[src/rtl/pattern_match_ctrl_if.sv]
// pattern_match_ctrl_if: host/config and serial-line signals of the pattern run-controller
interface pattern_match_ctrl_if #(
   parameter int PAT_W = 4,
   parameter int CNT_W = 8
);
   logic             cfg_we_i;
   logic [PAT_W-1:0] cfg_pattern_i;
   logic             start_i;
   logic             stop_i;
   logic             din_i;
   logic             tick_o;
   logic             busy_o;
   logic             match_o;
   logic             timeout_o;
   logic [CNT_W-1:0] match_cnt_o;
   modport master (
      output cfg_we_i, cfg_pattern_i, start_i, stop_i, din_i,
      input  tick_o, busy_o, match_o, timeout_o, match_cnt_o
   );
   modport slave (
      input  cfg_we_i, cfg_pattern_i, start_i, stop_i, din_i,
      output tick_o, busy_o, match_o, timeout_o, match_cnt_o
   );
endinterface

[src/rtl/pattern_match_ctrl.sv]
// pattern_match_ctrl: tick-sampled serial pattern hunter with match counter and idle timeout.
// Define PMC_OVERLAP_EN to keep the shift history across a match so overlapping matches count.
module pattern_match_ctrl #(
   parameter int               TICK_DIV    = 2_500_000,
   parameter int               PAT_W       = 4,
   parameter logic [PAT_W-1:0] PAT_RST     = PAT_W'(4'b1101),
   parameter int               MAX_SAMPLES = 64,
   parameter int               CNT_W       = 8
) (
   input logic                 clk,
   input logic                 rst,
   pattern_match_ctrl_if.slave bus
);
   localparam int DIV_W  = $clog2(TICK_DIV);
   localparam int FILL_W = $clog2(PAT_W + 1);
   localparam int SC_W   = $clog2(MAX_SAMPLES + 2);
   typedef enum logic [1:0] {IDLE, HUNT, HIT, TMO} state_e;
   state_e            state_q, state_d;
   logic [DIV_W-1:0]  div_q, div_d;
   logic [PAT_W-1:0]  pattern_q, pattern_d, shreg_q, shreg_d;
   logic [FILL_W-1:0] fill_q, fill_d;
   logic [SC_W-1:0]   sample_cnt_q, sample_cnt_d;
   logic [CNT_W-1:0]  match_cnt_q, match_cnt_d;
   logic              sample_q;
   logic              busy, tick, match_term, tmo_term, idle_clr, hit_entry, sh_clr;
   always_comb begin
      busy       = state_q == HUNT || state_q == HIT;
      tick       = busy && div_q == DIV_W'(TICK_DIV - 1);
      match_term = sample_q && fill_q == FILL_W'(PAT_W) && shreg_q == pattern_q;
      tmo_term   = sample_q && MAX_SAMPLES != 0 && sample_cnt_q == SC_W'(MAX_SAMPLES);
   end
   always_ff @(posedge clk) begin
      if (rst) state_q <= IDLE;
      else     state_q <= state_d;
   end
   // stop overrides everything, so a match pending in the same cycle is dropped
   always_comb begin
      state_d = state_q;
      if (bus.stop_i) state_d = IDLE;
      else case (state_q)
         IDLE, TMO: state_d = bus.start_i ? HUNT : state_q;
         HUNT:      state_d = match_term ? HIT : tmo_term ? TMO : HUNT;
         default:   state_d = HUNT;
      endcase
   end
   always_comb begin
      bus.tick_o      = tick;
      bus.busy_o      = busy;
      bus.match_o     = state_q == HIT;
      bus.timeout_o   = state_q == TMO;
      bus.match_cnt_o = match_cnt_q;
   end
   always_comb begin
      idle_clr     = state_q == IDLE || state_q == TMO;
      hit_entry    = state_q == HUNT && state_d == HIT;
`ifdef PMC_OVERLAP_EN
      sh_clr       = idle_clr;
`else
      sh_clr       = idle_clr || hit_entry;
`endif
      div_d        = (!busy || tick) ? '0 : div_q + 1'b1;
      shreg_d      = sh_clr ? '0 : tick ? {shreg_q[PAT_W-2:0], bus.din_i} : shreg_q;
      fill_d       = sh_clr ? '0 : (tick && fill_q != FILL_W'(PAT_W)) ? fill_q + 1'b1 : fill_q;
      sample_cnt_d = (idle_clr || hit_entry) ? '0 :
                     (tick && sample_cnt_q != '1) ? sample_cnt_q + 1'b1 : sample_cnt_q;
      // count survives TMO for inspection and is cleared only by a fresh start
      match_cnt_d  = (state_q == IDLE || (state_q == TMO && state_d == HUNT)) ? '0 :
                     (hit_entry && match_cnt_q != '1) ? match_cnt_q + 1'b1 : match_cnt_q;
      pattern_d    = (state_q == IDLE && bus.cfg_we_i) ? bus.cfg_pattern_i : pattern_q;
   end
   always_ff @(posedge clk) begin
      if (rst) begin
         div_q        <= '0;
         pattern_q    <= PAT_RST;
         shreg_q      <= '0;
         fill_q       <= '0;
         sample_cnt_q <= '0;
         match_cnt_q  <= '0;
         sample_q     <= 1'b0;
      end else begin
         div_q        <= div_d;
         pattern_q    <= pattern_d;
         shreg_q      <= shreg_d;
         fill_q       <= fill_d;
         sample_cnt_q <= sample_cnt_d;
         match_cnt_q  <= match_cnt_d;
         sample_q     <= tick;
      end
   end
endmodule

[src/flat_wrapper.sv]
// flat-port wrapper written by rule: the top's interface ports become plain ports
module pattern_match_ctrl_flat 
#(
   parameter int               TICK_DIV    = 2_500_000,
   parameter int               PAT_W       = 4,
   parameter logic [PAT_W-1:0] PAT_RST     = PAT_W'(4'b1101),
   parameter int               MAX_SAMPLES = 64,
   parameter int               CNT_W       = 8
)
  (clk, rst, bus_cfg_we_i, bus_cfg_pattern_i, bus_start_i, bus_stop_i, bus_din_i, bus_tick_o, bus_busy_o, bus_match_o, bus_timeout_o, bus_match_cnt_o);
  pattern_match_ctrl_if #(.PAT_W(PAT_W), .CNT_W(CNT_W)) bus_i ();
  input logic clk;
  input logic rst;
  input wire logic [$bits(bus_i.cfg_we_i)-1:0] bus_cfg_we_i;
  input wire logic [$bits(bus_i.cfg_pattern_i)-1:0] bus_cfg_pattern_i;
  input wire logic [$bits(bus_i.start_i)-1:0] bus_start_i;
  input wire logic [$bits(bus_i.stop_i)-1:0] bus_stop_i;
  input wire logic [$bits(bus_i.din_i)-1:0] bus_din_i;
  output wire logic [$bits(bus_i.tick_o)-1:0] bus_tick_o;
  output wire logic [$bits(bus_i.busy_o)-1:0] bus_busy_o;
  output wire logic [$bits(bus_i.match_o)-1:0] bus_match_o;
  output wire logic [$bits(bus_i.timeout_o)-1:0] bus_timeout_o;
  output wire logic [$bits(bus_i.match_cnt_o)-1:0] bus_match_cnt_o;
  assign bus_i.cfg_we_i = bus_cfg_we_i;
  assign bus_i.cfg_pattern_i = bus_cfg_pattern_i;
  assign bus_i.start_i = bus_start_i;
  assign bus_i.stop_i = bus_stop_i;
  assign bus_i.din_i = bus_din_i;
  assign bus_tick_o = bus_i.tick_o;
  assign bus_busy_o = bus_i.busy_o;
  assign bus_match_o = bus_i.match_o;
  assign bus_timeout_o = bus_i.timeout_o;
  assign bus_match_cnt_o = bus_i.match_cnt_o;
  pattern_match_ctrl #(.TICK_DIV(TICK_DIV), .PAT_W(PAT_W), .PAT_RST(PAT_RST), .MAX_SAMPLES(MAX_SAMPLES), .CNT_W(CNT_W)) u_core (.clk(clk), .rst(rst), .bus(bus_i));
endmodule
[config.mk]
export PLATFORM = sky130hd
export DESIGN_NAME = pattern_match_ctrl_flat
export DESIGN_NICKNAME = d
export VERILOG_FILES = /design/src/rtl/pattern_match_ctrl_if.sv /design/src/rtl/pattern_match_ctrl.sv /design/src/flat_wrapper.sv
export SDC_FILE = /design/constraint.sdc
export NUM_CORES = 1
export LEC_CHECK = 0
export ABC_AREA = 1
export ABC_CLOCK_PERIOD_IN_PS = 3050
export BUFFER_PORTS_ARGS = -buffer_cell sky130_fd_sc_hd__buf_2
export CORE_AREA = 3 3 100 92
export CTS_BUF_LIST = sky130_fd_sc_hd__clkbuf_8
export DETAILED_ROUTE_END_ITERATION = 8
export DIE_AREA = 0 0 103 95
export GPL_TIMING_DRIVEN = 1
export PLACE_DENSITY = 0.58
export SYNTH_ARGS = -nofsm -noshare
export SYNTH_HDL_FRONTEND = slang
export SYNTH_SLANG_ARGS = --single-unit
[constraint.sdc]
create_clock -name clk -period 3.05 [get_ports clk]
set_clock_uncertainty 0.05 [all_clocks]
set_input_delay 0 -clock clk [delete_from_list [all_inputs] [get_ports clk]]
set_output_delay 0 -clock clk [all_outputs]
set_load 0.02 [all_outputs]
==> results_dict.tcl <==
set metrics [dict create \
    cts_root_buf "clkbuf_8" \
    finalHoldViolations 0 \
    cts_setup_buffers 0 \
    period_share_pct 73.8 \
    detail_route.wl_per_cell_um 11.3 \
    design_area_mm2 0.00314 \
    synth-adder-area-share_pct 4.53 \
    port_buffers 21 \
    finalMaxSlewViolations 0 \
    fin_cells 514 \
    status "finished clean" \
    pre_cts_ws_ns 0.796 \
    reg2reg_depth 9 \
    grt_pass1_vias 2243 \
    yosysWarnings 0 \
    dp.cells 497 \
    synth_area_per_cell_um2 7.20 \
    vias_per_cell 4.72 \
    holdWs_ns 0.0365 \
    synth_simple_gate_area_share_pct 34.7 \
    slowest_delay_ns 0.49 \
    antenna_found_initial 0 \
    tightest_slew_ns 0.599 \
    synth_compound_area_share_pct 9.69 \
    cp_top_family "compound AO/OA/AOI/OAI gates" \
    power.density_mw_per_mm2 367 \
    row_count 31 \
    vias 2428 \
    rsz0062_at_grt "false" \
    syn_to_final_growth_pct 13.7 \
    hold_path_startpoint "bus_stop_i" \
    die_w_um 103 \
    ys_seq_area_share_pct 36.9 \
    maxCapViolations 0 \
    irDropWorstVdd_v 0.000149 \
    drc 0 \
    p_leak_nw 1.26 \
    placed_area_mm2 0.00295 \
    synth_edf_count 0 \
    synth_mux_area_share_pct 0 \
    io_pins 22 \
    setup_tns_ns 0 \
    ant_nets 0 \
    die_h_um 95 \
    relSlewSlack_pct 60.1 \
    layout_commonest_cell "nand2_1" \
    cts_buffers 5 \
    hold_end "u_core.state_q[1]" \
    max_freq_mhz 444 \
    hold_class "in -> reg" \
    fin_crit_ns 2.25 \
    start_kind "flip-flop" \
    overflow 0 \
    antenna_cells 0 \
    syn_area_mm2 0.00276 \
    dr.pass1.iters 4 \
    synthesis.nets 404 \
    synthDistinctLibCells 40 \
    crit_arrival_ns 2.36 \
    synth_xor_area_share_pct 4.44 \
    slowest_stage "o21ai_2" \
    fin_util_pct 38.6 \
    ys.flop_type "dfxtp_1" \
    nNetsFinal 434 \
    endpoint_kind "flip-flop" \
    dp_hpwl_mm 4.30 \
    synth_top_family_by_area "simple AND/OR/NAND/NOR gates" \
    holdPathStages 4 \
    globalRouteTotalUtil_pct 12.9 \
    totalPowerFinal_mw 1.15 \
    clockBufferDepth 2 \
    start_util_pct 33.9 \
    core_mm2 0.00815 \
    async_reset_ff_share_pct 0 \
    dieArea_mm2 0.00979 \
    crit_type "reg -> reg" \
    routed_wl_mm 5.78 \
    grt_max_degree 19 \
    layout_common_cells "76 x nand2_1, 51 x inv_1, 51 x dfxtp_1" \
    cts_tree "built" \
    syn_inst 384 \
    insertion_delay_ns 0.30 \
    path_cells "inv_1 -> ha_1 -> inv_2 -> a21oi_1 -> nand2_1 -> nand2_1 -> nand2_2 -> o21ai_2 -> a21oi_1" \
    fin_ws_ns 0.800 \
    drive_gt1_share_pct 13.5 \
    path_buf_inv 2 \
    worstPathMaxFanout 14 \
    place.gp.congestion 0.841 \
    cts_num_sinks 51 \
    synth_seq_cells 51 \
    cp.required_ns 3.16 \
    drt_iter0_drc 106 \
    reg2reg_slack_ns 0.80 \
    finalSetupViolCount 0 \
    ctsHtreeMaxLevel 2 \
    r2r_end "u_core.shreg_q[1]" \
    rr_startpoint "u_core.state_q[0]" \
    grt_pass1_wl_mm 10.0 \
    path_clk_slew_ns 0.09 \
]
[cell usage after synthesis, types with 7 or more instances]
cell | number | area, um2
nand2_2 | 7 | 43.8
ha_1 | 10 | 125
nand3_1 | 27 | 135
inv_2 | 8 | 30.0
xor2_1 | 9 | 78.8
dfxtp_1 | 51 | 1020
a21oi_1 | 32 | 160
nand2_1 | 76 | 285
nor3_1 | 8 | 40.0
inv_1 | 50 | 188
nor2_1 | 39 | 146
nand4_1 | 18 | 113
[layout make-up]
class                           instances  area (um2)
Fill cell                             851        5000
Clock buffer                            7        96.3
Inverter                               60         228
Multi-Input combinational cell        266        1470
Clock inverter                          1        3.75
Sequential cell                        51        1020
Timing Repair Buffer                   30         195
Tap cell                               99         124
[sequential cells by signal (all words and copies together) (netlist names)]
| name | cells |
|---|---|
| u_core.shreg_q | 4 |
| u_core.sample_cnt_q | 7 |
| u_core.fill_q | 3 |
| u_core.state_q | 2 |
| u_core.div_q | 22 |
| u_core.pattern_q | 4 |
| u_core.sample_q | 1 |
| u_core.bus.match_cnt_o | 8 |
[power breakdown]
part / leakage [nW] / switching (mW) / total (mW) / internal, mW
Combinational: 0.791 / 0.0341 / 0.0591 / 0.0251
Sequential: 0.412 / 0.00325 / 0.674 / 0.671
Clock: 0.0557 / 0.216 / 0.421 / 0.204
Total: 1.26 / 0.254 / 1.15 / 0.900
[worst max-delay path by stage]
stage | from | to | slack (ns) | cells past startpoint
final | u_core.state_q[0] | u_core.shreg_q[1] | 0.80 | 9
after global routing | u_core.state_q[0] | u_core.fill_q[0] | 0.54 | 9
after CTS | u_core.state_q[0] | u_core.shreg_q[0] | 0.78 | 9
after detailed placement | u_core.state_q[0] | u_core.shreg_q[2] | 0.80 | 9
after global placement | u_core.state_q[1] | u_core.shreg_q[1] | 0.88 | 9
after floorplan | u_core.state_q[1] | u_core.bus.match_cnt_o[5] | 1.00 | 13
[worst min-delay path, cell delays in order]
cell     delay (ns)
buf_2          0.10
nor2_1         0.05
nand2_2        0.14
nor2_1         0.05
[logic make-up (layout without fill, tap and decap cells)]
family | after synthesis | in the layout
compound gates | 48 | 48
xor+xnor | 14 | 14
fa+ha+maj | 10 | 10
buf+inv | 67 | 98
flops | 51 | 51
simple gates | 194 | 194
[timing repair]
action / in CTS / in global routing
endpoints found under the hold margin: 8 / 0
setup endpoints to repair: 0 / 0
gates resized for setup: 0 / 0
hold buffers: 9 / 0
[routing by layer]
layer	up-vias	track usage (%)	wire [um]
li1	1299	-	-
met1	1099	17.2	2920
met2	23	20.2	2620
met3	7	2.88	160
met4	0	4.75	87
met5	-	0	0
(Power assumes the default switching activity.)
